`src/rtl/axis_s_fifo.sv`:
```
// AXI-Stream slave terminating a single-beat master into a first-word-fall-through FIFO.
// Define AXIS_S_PKT_CNT_EN to add a 16-bit count of accepted tlast beats (pkt_cnt).
module axis_s_fifo #(
    parameter int DATA_W = 32,
    parameter int ADDR_W = 4
) (
    input  logic              aclk,
    input  logic              rst,
    input  logic [DATA_W-1:0] s_tdata,
    input  logic              s_tvalid,
    input  logic              s_tlast,
    output logic              s_tready,
    output logic              rd_valid,
    input  logic              rd_ready,
    output logic [DATA_W-1:0] rd_data,
    output logic              rd_last,
    output logic [ADDR_W:0]   level
`ifdef AXIS_S_PKT_CNT_EN
    ,
    output logic [15:0]       pkt_cnt
`endif
);

    localparam int DEPTH = 1 << ADDR_W;
    localparam logic [ADDR_W:0] PTR_ONE = {{ADDR_W{1'b0}}, 1'b1};

    logic [ADDR_W:0] wr_ptr_q, wr_ptr_d;
    logic [ADDR_W:0] rd_ptr_q, rd_ptr_d;
    logic [DATA_W:0] mem [DEPTH];
    logic [DATA_W:0] head;
    logic            full;
    logic            empty;
    logic            wr_en;
    logic            rd_en;

    // Flags come only from registered pointers so s_tready never loops through tvalid.
    assign full  = (wr_ptr_q[ADDR_W] != rd_ptr_q[ADDR_W]) &&
                   (wr_ptr_q[ADDR_W-1:0] == rd_ptr_q[ADDR_W-1:0]);
    assign empty = (wr_ptr_q == rd_ptr_q);

    assign s_tready = !full;
    assign rd_valid = !empty;
    assign wr_en    = s_tvalid && !full;
    assign rd_en    = rd_ready && !empty;
    assign level    = wr_ptr_q - rd_ptr_q;

    always_comb begin
        wr_ptr_d = wr_ptr_q;
        rd_ptr_d = rd_ptr_q;
        if (wr_en) begin
            wr_ptr_d = wr_ptr_q + PTR_ONE;
        end
        if (rd_en) begin
            rd_ptr_d = rd_ptr_q + PTR_ONE;
        end
    end

    always_ff @(posedge aclk) begin
        if (rst) begin
            wr_ptr_q <= '0;
            rd_ptr_q <= '0;
        end else begin
            wr_ptr_q <= wr_ptr_d;
            rd_ptr_q <= rd_ptr_d;
        end
    end

    always_ff @(posedge aclk) begin
        if (wr_en && !rst) begin
            mem[wr_ptr_q[ADDR_W-1:0]] <= {s_tlast, s_tdata};
        end
    end

    // Head slot is never written while occupied, so the read port is stable under backpressure.
    assign head    = mem[rd_ptr_q[ADDR_W-1:0]];
    assign rd_data = empty ? '0 : head[DATA_W-1:0];
    assign rd_last = empty ? 1'b0 : head[DATA_W];

`ifdef AXIS_S_PKT_CNT_EN
    logic [15:0] pkt_cnt_q, pkt_cnt_d;

    always_comb begin
        pkt_cnt_d = pkt_cnt_q;
        if (wr_en && s_tlast) begin
            pkt_cnt_d = pkt_cnt_q + 16'd1;
        end
    end

    always_ff @(posedge aclk) begin
        if (rst) begin
            pkt_cnt_q <= '0;
        end else begin
            pkt_cnt_q <= pkt_cnt_d;
        end
    end

    assign pkt_cnt = pkt_cnt_q;
`endif

endmodule

```
`config.mk`:
```
export PLATFORM = sky130hd
export DESIGN_NAME = axis_s_fifo
export DESIGN_NICKNAME = d
export VERILOG_FILES = /design/src/rtl/axis_s_fifo.sv
export SDC_FILE = /design/constraint.sdc
export NUM_CORES = 1
export LEC_CHECK = 0
export ABC_CLOCK_PERIOD_IN_PS = 6300
export BUFFER_PORTS_ARGS = -buffer_cell sky130_fd_sc_hd__buf_2
export CORE_ASPECT_RATIO = 0.7
export CORE_MARGIN = 2
export CORE_UTILIZATION = 50
export DETAILED_ROUTE_END_ITERATION = 12
export PLACE_DENSITY = 0.68
export SLEW_MARGIN = 20
export SYNTH_ARGS = -nofsm -noshare
export SYNTH_HDL_FRONTEND = slang
export SYNTH_SLANG_ARGS = --single-unit
```
`constraint.sdc`:
```
create_clock -name aclk -period 6.3 [get_ports aclk]
set_input_delay 1.26 -clock aclk [delete_from_list [all_inputs] [get_ports aclk]]
set_output_delay 1.26 -clock aclk [all_outputs]
set_load 0.1 [all_outputs]
```
==> results of run 1 <==
flip-flops by register name, summed over array words and instances, names as in the netlist, named ones only:
| register | count |
|---|---|
| mem | 528 |
| wr_ptr_q | 5 |
| rd_ptr_q | 5 |
synthesized netlist by cell type (2+ instances only):
master / count / area (um^2)
mux2_2: 33 / 372
ha_1: 9 / 113
xnor2_1: 8 / 70.1
a221o_1: 33 / 330
dfxtp_1: 14 / 280
nor2_1: 25 / 93.8
inv_1: 8 / 30.0
mux4_2: 132 / 2970
a21oi_1: 7 / 35.0
nor3_1: 4 / 20.0
clkbuf_1: 21 / 78.8
nand2b_1: 2 / 12.5
xor2_1: 4 / 35.0
nand2_1: 7 / 26.3
edfxtp_1: 528 / 15900
o21ai_0: 3 / 15.0
nand3_1: 2 / 10.0
nor2b_1: 21 / 131
a211oi_1: 2 / 15.0
nand4_1: 3 / 18.8
a21o_1: 2 / 15.0
buf_1: 3 / 11.3
buf_2: 20 / 100
mux2i_1: 2 / 20.0
and2b_1: 12 / 90.1
o211ai_1: 3 / 22.5
path summary, 6_finish.rpt:
path,end,slack [ns],depth (start not counted)
setup / recovery,rd_data[5],1.39,7
hold reg to reg,rd_ptr_q[3],0.56,2
setup reg to reg,mem[14][3],2.64,6
hold / removal,rd_ptr_q[3],0.56,2
area by class of cell:
type / count / area share
Clock buffer: 62 / 0.0560
Antenna cell: 1 / 0.000106
Inverter: 8 / 0.00128
Timing Repair Buffer: 104 / 0.0262
Sequential cell: 542 / 0.686
Tap cell: 544 / 0.0289
Multi-Input combinational cell: 318 / 0.195
Clock inverter: 25 / 0.00659
worst min-delay path: cells and delay by family (launching register included):
family,cells,cell delay [ns]
flip-flops,1,0.34
AO/OA/AOI/OAI,2,0.18
through the flow:
step / utilization / worst slack, ns / total power, mW
after global placement: 0.537 / 1.97 / 5.64
after CTS: 0.572 / 1.36 / 8.41
after floorplan: - / 1.74 / 5.33
after detailed placement: 0.537 / 1.98 / 5.65
final: 0.572 / 1.39 / 8.34
after global routing: 0.572 / 1.21 / 8.61
cells by family (layout without fill, tap and decap cells):
family | after synthesis | count (layout) | synth area share
adders and majority gates | 10 | 10 | 0.00636
other | 0 | 1 | 0
xor gates and xnor gates | 12 | 12 | 0.00504
muxes | 167 | 167 | 0.161
and+or+nand+nor | 78 | 78 | 0.0200
buffers and inverters | 55 | 199 | 0.0128
AOI/OAI and AO/OA | 51 | 51 | 0.0210
DFF | 542 | 542 | 0.774
layout by cell type (no fill, tap or decap), types with 12 or more instances in the layout:
master,count
edfxtp_1,528
mux4_2,132
buf_2,76
clkbuf_16,51
mux2_2,33
a221o_1,33
buf_4,26
nor2b_1,21
clkinv_1,19
nor2_4,13
and2b_1,12
nor2_1,12
metal layers:
layer | global-route usage | routed length, um
met1 | 0.309 | 19400
met2 | 0.306 | 20000
met3 | 0.0336 | 2460
met4 | 0.0432 | 597
met5 | 0.0147 | 88
report_power, final:
group / internal [mW] / leakage, nW / switching, mW
clock: 1.55 / 0.716 / 1.24
sequential: 3.99 / 4.87 / 0.0768
combinational: 0.450 / 1.77 / 1.04
total: 5.99 / 7.35 / 2.35
==> out/results.ini, run 1 <==
[outcome]
status=completed

[sta]
post-route-min-period_ns=4.91
worst_pin_slew_ns=0.925
fin_skew_ns=0.0153
grt_setup_unrepaired=false
hold_ws_ns=0.564
fmax_ghz=0.204
relSlewSlack=0.383
slew_viol_final=0
finalHoldViolCount=0
tns_ns=0
fin_crit_sh=0.779
finalSetupViolCount=0

[final_layout]
area_growth_pct=12.8
fillers=3002
layout.nets=1071
drive_gt1_frac=0.328
fin_cells=1604
seqCellArea_um2=16100
multiInputGateArea_um2=4590
fin_area_um2=23500

[pwr]
p_leak_nw=7.35
power.density_nw_per_um2=354
vdd_drop_max_uv=248

[detailed_routing]
vias_per_cell=6.00
vias=9623
wl_mm=42.5
ant_nets=0
drt_iter0_drc=1003
wl_per_cell_um=26.5
drt-pass1-iter-count=5
drc=0

[synthesis]
syn_area_um2=20900
synth_cell_type_count=33
syn-instance-count=915
synth-main-ff-cell=edfxtp_1
yosys_warnings=0
synth-async-reset-ratio=0
ys_ff_latch=542
synth-edff-count=528
yosysSeqAreaShare=0.774
synth.avg_cell_area_um2=22.8
syn-num-nets=962

[die]
die-area_um2=43400
die_height_um=175
initial_core_util=0.507
rows=62
fp.dieW_um=248
ioPinCount=77
core-area_um2=41100

[clock_tree]
clkLatencyLatePin_ns=0.57
clk_pin_slew_ns=0.06
h-tree-depth=2
cts_tree=done
cts_resized=0
cts_setup_buffers=0
clock_path_buffers=3
clock_sinks=542
cts-root-buf=clkbuf_16
ctsHoldBuffers=0
cts_made_buffers=50

[run]
maxCapViolCount=0

[placement]
place.gp.congestion=0.726
place_hpwl_mm=22.9
dp_cells=1516
placed_cell_area_um2=22100
io_buffer_count=76

[worst_setup_path]
rr_startpoint=wr_ptr_q[3]
crit_path_start=wr_ptr_q[2]
slowest_stage=dfxtp_1
critPathLaunchType=flop
arrival_ns=3.65
critPathTopFamily=buffers and inverters
endpoint_kind=output port
path_class=reg2out
crit_chain=ha_1 > nand4_1 > o21ai_0 > nor2_4 > buf_4 > a221o_1 > buf_2
cp_num_buf_inv=2
cpPeakStageDelay_ns=0.59
worstPathMaxFanout=18
worst_ep_required_time_ns=5.04

[grt]
grt_pass1_vias=9872
grt_first_pass_wirelength_mm=63.5
antenna_found_initial=1
grt_max_degree=49
grt-ovfl-total=0
grt_use_total=0.201

[min_path]
min_from=rd_ptr_q[3]
worstHoldPathType=reg2reg

(Power assumes the default switching activity.)
==> run 2: changes to the inputs <==
--- a/config.mk
+++ b/config.mk
@@ -5,7 +5,7 @@
 export SDC_FILE = /design/constraint.sdc
 export NUM_CORES = 1
 export LEC_CHECK = 0
-export ABC_CLOCK_PERIOD_IN_PS = 6300
+export ABC_CLOCK_PERIOD_IN_PS = 5100
 export BUFFER_PORTS_ARGS = -buffer_cell sky130_fd_sc_hd__buf_2
 export CORE_ASPECT_RATIO = 0.7
 export CORE_MARGIN = 2
==> constraint.sdc (replaced) <==
create_clock -name aclk -period 5.1 [get_ports aclk]
set_input_delay 1.02 -clock aclk [delete_from_list [all_inputs] [get_ports aclk]]
set_output_delay 1.02 -clock aclk [all_outputs]
set_load 0.1 [all_outputs]
==> run 2 against run 1 <==
Compared with the run above:
- core utilization increased by 0.47 points
- worst hold slack improved by 0.012 ns
- clock skew increased by 0.0033 ns
- sequential cell count unchanged
- clock power increased by 29%
- non-clock buffer count increased by 10
- register-to-register slack got worse by 1.2 ns
- wire length increased by 1.3%
- die area unchanged
- via count increased by 0.33%
- clock-buffer cell count decreased by 2
- critical path depth unchanged
==> out/results.ini, run 2 (synthesized netlist as in run 1, its figures left out) <==
[worst_setup_path]
arrival_ns=3.52
slowest_stage=dfxtp_1
cpPeakStageDelay_ns=0.59
worst_ep_required_time_ns=4.08
path_class=reg2out
crit_chain=ha_1 > nand4_1 > o21ai_0 > nor2_4 > buf_4 > a221o_1 > buf_2
worstPathMaxFanout=15
endpoint_kind=output port
critPathTopFamily=buffers and inverters
cp_num_buf_inv=2
critPathLaunchType=flop

[sta]
finalHoldViolCount=0
fin_crit_sh=0.889
finalSetupViolCount=0
relSlewSlack=0.357
fmax_ghz=0.220
hold_ws_ns=0.576
worst_pin_slew_ns=0.962
post-route-min-period_ns=4.54
fin_skew_ns=0.0186
grt_setup_unrepaired=false
slew_viol_final=0
tns_ns=0

[run]
maxCapViolCount=0

[clock_tree]
cts_made_buffers=50
cts_tree=done
clk_pin_slew_ns=0.06
clkLatencyLatePin_ns=0.58
ctsHoldBuffers=0
h-tree-depth=2
cts_resized=0
clock_path_buffers=3
cts_setup_buffers=0
cts-root-buf=clkbuf_16
clock_sinks=542

[final_layout]
mostFrequentLayoutCells=528 x edfxtp_1, 132 x mux4_2, 76 x buf_2, 51 x clkbuf_16, 34 x buf_4
fillers=2962
area_growth_pct=13.8
drive_gt1_frac=0.345
layout.nets=1081
fin_util=0.577
largest_register_ffs=528
layout_commonest_cell=edfxtp_1

[placement]
place_hpwl_mm=23.8
io_buffer_count=76
place.gp.congestion=0.771

[die]
die_height_um=175
ioPinCount=77
fp.dieW_um=248
core-area_um2=41100
rows=62
die-area_um2=43400
initial_core_util=0.507

[min_path]
worstHoldPathType=reg2reg

[grt]
grt_max_degree=44
antenna_found_initial=6
grt_first_pass_wirelength_mm=63.9
grt-ovfl-total=0
grt_pass1_vias=9727
grt_use_total=0.203

[detailed_routing]
drt_iter0_drc=1000
drc=0
drt-pass1-iter-count=5
wl_per_cell_um=26.6
vias=9655
ant_nets=0
wl_mm=43.1
vias_per_cell=5.97

[pwr]
p_leak_nw=7.47
vdd_drop_max_uv=437
power.density_nw_per_um2=442

[outcome]
status=completed

-- run 2: cell types whose count changed in the layout (fill, tap and decap cells not counted) --
cell        change
buf_12          +2
clkinv_1        -8
clkinvlp_4      +1
diode_2         +2
clkbuf_1        -2
buf_4           +8
bufinv_16       +2
inv_16          +1
clkinv_2        +8
-- run 2: worst min-delay path, delay by kind of cell (launching register included) --
kind | cells | cell delay (ns)
flops | 1 | 0.35
compound gates | 2 | 0.19
-- run 2: final timing paths --
check / cells past startpoint / to / from / slack (ns)
min reg2reg: 2 / flop / rd_ptr_q[3] / 0.58
max reg2reg: 6 / mem[7][18] / wr_ptr_q[3] / 1.41
min: 2 / flop / rd_ptr_q[3] / 0.58
max: 7 / rd_data[18] / wr_ptr_q[2] / 0.56
-- run 2: layout make-up --
type | instances | area, um^2 | area share
Timing Repair Buffer | 114 | 716 | 0.0302
Clock buffer | 60 | 1310 | 0.0552
Antenna cell | 3 | 7.51 | 0.000316
Multi-Input combinational cell | 318 | 4590 | 0.193
Sequential cell | 542 | 16100 | 0.680
Inverter | 8 | 30.0 | 0.00127
Tap cell | 544 | 681 | 0.0287
Clock inverter | 29 | 253 | 0.0107
-- run 2: power breakdown --
group          switching [mW]  internal, mW
Combinational            1.32         0.572
Clock                    1.58          2.03
Sequential             0.0654          4.92
-- run 2: through the flow --
| step | cells | setup WS [ns] | instance area [um^2] | total power [mW] |
|---|---|---|---|---|
| after floorplan | 915 | 0.716 | 20900 | 6.59 |
| after global placement | 1526 | 1.28 | 22200 | 6.98 |
| after detailed placement | 1526 | 1.21 | 22200 | 6.99 |
| after CTS | 1615 | 0.572 | 23700 | 10.6 |
| after global routing | 1616 | 0.418 | 23700 | 10.8 |
| final | 1618 | 0.564 | 23700 | 10.5 |
-- run 2: routing by layer --
metal,track usage,vias up,share of wire
li1,-,4107,-
met1,0.318,5128,0.45
met2,0.305,355,0.47
met3,0.0350,61,0.068
met4,0.0429,4,0.015
met5,0,-,0.00039
==> run 3: changes to the inputs <==
--- a/config.mk
+++ b/config.mk
@@ -11,7 +11,7 @@
 export CORE_MARGIN = 2
 export CORE_UTILIZATION = 50
 export DETAILED_ROUTE_END_ITERATION = 12
-export PLACE_DENSITY = 0.68
+export PLACE_DENSITY = 0.67
 export SLEW_MARGIN = 20
 export SYNTH_ARGS = -nofsm -noshare
 export SYNTH_HDL_FRONTEND = slang
==> run 3 against run 2 <==
Compared with the run above:
- clock-buffer cell count stayed put
- critical path depth shrank 1
- worst hold slack worse by 0.018 ns
- cell count did not move
- via count decreased by 1.1%
- clock skew down 0.00064 ns
- sequential cell count unchanged
- global-route usage fell by 0.17 points
- fmax shrank 0.56%
==> out/results.ini, run 3 (synthesized netlist as in run 1, its figures left out) <==
[die]
rows=62
die_height_um=175
die-area_um2=43400
core-area_um2=41100
fp.dieW_um=248
initial_core_util=0.507
ioPinCount=77

[detailed_routing]
ant_nets=0
drc=0
drt_iter0_drc=912
vias=9544
drt-pass1-iter-count=5
wl_per_cell_um=26.2
vias_per_cell=5.90
wl_mm=42.4

[clock_tree]
cts_resized=0
clock_path_buffers=3
clk_pin_slew_ns=0.07
h-tree-depth=2
clock_sinks=542
cts-root-buf=clkbuf_16
cts_setup_buffers=0
cts_made_buffers=49
cts_tree=done
clkLatencyLatePin_ns=0.58
ctsHoldBuffers=0

[final_layout]
largest_register_ffs=528
layout.nets=1080
mostFrequentLayoutCells=528 x edfxtp_1, 132 x mux4_2, 76 x buf_2, 50 x clkbuf_16
area_growth_pct=13.7
layout_commonest_cell=edfxtp_1
drive_gt1_frac=0.344

[sta]
fin_crit_sh=0.894
finalSetupViolCount=0
tns_ns=0
slew_viol_final=0
fmax_ghz=0.219
relSlewSlack=0.462
finalHoldViolCount=0
grt_setup_unrepaired=false
fin_skew_ns=0.0180
worst_pin_slew_ns=0.806
post-route-min-period_ns=4.56

[run]
maxCapViolCount=0

[pwr]
p_total_mw=10.4
power.density_nw_per_um2=440
p_leak_nw=7.45
vdd_drop_max_uv=366

[worst_setup_path]
endpoint_kind=output port
worstPathMaxFanout=17
crit_chain=ha_1 > and4_1 > a21oi_4 > buf_4 > a221o_1 > buf_2
slowest_stage=a21oi_4
critPathLaunchType=flop
path_class=reg2out
arrival_ns=3.54
cpPeakStageDelay_ns=0.68
worst_ep_required_time_ns=4.08

[placement]
place.gp.congestion=0.775
io_buffer_count=76
place_hpwl_mm=24.6

[grt]
antenna_found_initial=1
grt_use_total=0.202
grt_first_pass_wirelength_mm=63.7
grt_pass1_vias=9896
grt_max_degree=42
grt-ovfl-total=0

[min_path]
worstHoldPathType=reg2reg

[outcome]
status=completed

## run 3: cell count changes in the layout (fill, tap and decap cells not counted)
cell / delta
diode_2: -2
buf_4: -1
inv_6: -1
clkinv_8: +1
inv_8: +1
clkinv_4: +1
clkbuf_1: +1
clkinv_2: -2
buf_12: +1
clkinv_1: +1
bufinv_16: -1
clkbuf_16: -1
clkinvlp_4: +2
## run 3: area by class of cell
type                            count  area (um^2)
Fill cell                        3034        17400
Sequential cell                   542        16100
Multi-Input combinational cell    318         4590
Clock buffer                       60         1290
Timing Repair Buffer              114          728
Tap cell                          544          681
Clock inverter                     31          259
Inverter                            8         30.0
Antenna cell                        1         2.50
## run 3: report_power, final
group          total (mW)  internal [mW]  switching (mW)
logic                1.90          0.577            1.32
clock network        3.55           1.96            1.59
registers            4.99           4.92          0.0649
## run 3: final timing paths
path,from,to,slack (ns),cells after the start
setup / recovery,wr_ptr_q[3],rd_data[19],0.54,6
hold / removal,rd_ptr_q[3],rd_ptr_q[3],0.56,2
setup reg to reg,wr_ptr_q[3],mem[10][31],1.54,6
hold reg to reg,rd_ptr_q[3],rd_ptr_q[3],0.56,2
## run 3: per-stage QoR
step | instances | hold WS (ns) | setup slack (ns) | utilization | cell area [um^2]
CTS | 1617 | 0.553 | 0.516 | 0.577 | 23700
global placement | 1526 | 0.528 | 1.19 | 0.539 | 22200
finish | 1618 | 0.558 | 0.538 | 0.577 | 23700
floorplan | 915 | 0.500 | 0.716 | - | 20900
global route | 1617 | 0.596 | 0.410 | 0.577 | 23700
detailed placement | 1526 | 0.536 | 1.14 | 0.539 | 22200
## run 3: layer usage
| metal | up-vias | wire length (um) | part of all wire | track usage |
|---|---|---|---|---|
| li1 | 4110 | - | - | - |
| met1 | 5101 | 19600 | 0.46 | 0.312 |
| met2 | 276 | 19900 | 0.47 | 0.306 |
| met3 | 55 | 2220 | 0.052 | 0.0333 |
| met4 | 2 | 695 | 0.016 | 0.0439 |
| met5 | - | 13 | 0.00031 | 0 |
## run 3: worst max-delay path: cells and delay by family, from the launching register on
| family | cells | cell delay, ns |
|---|---|---|
| fa+ha+maj | 1 | 0.35 |
| compound gates | 2 | 0.92 |
| flops | 1 | 0.59 |
| simple gates | 1 | 0.32 |
| buf+inv | 2 | 0.77 |
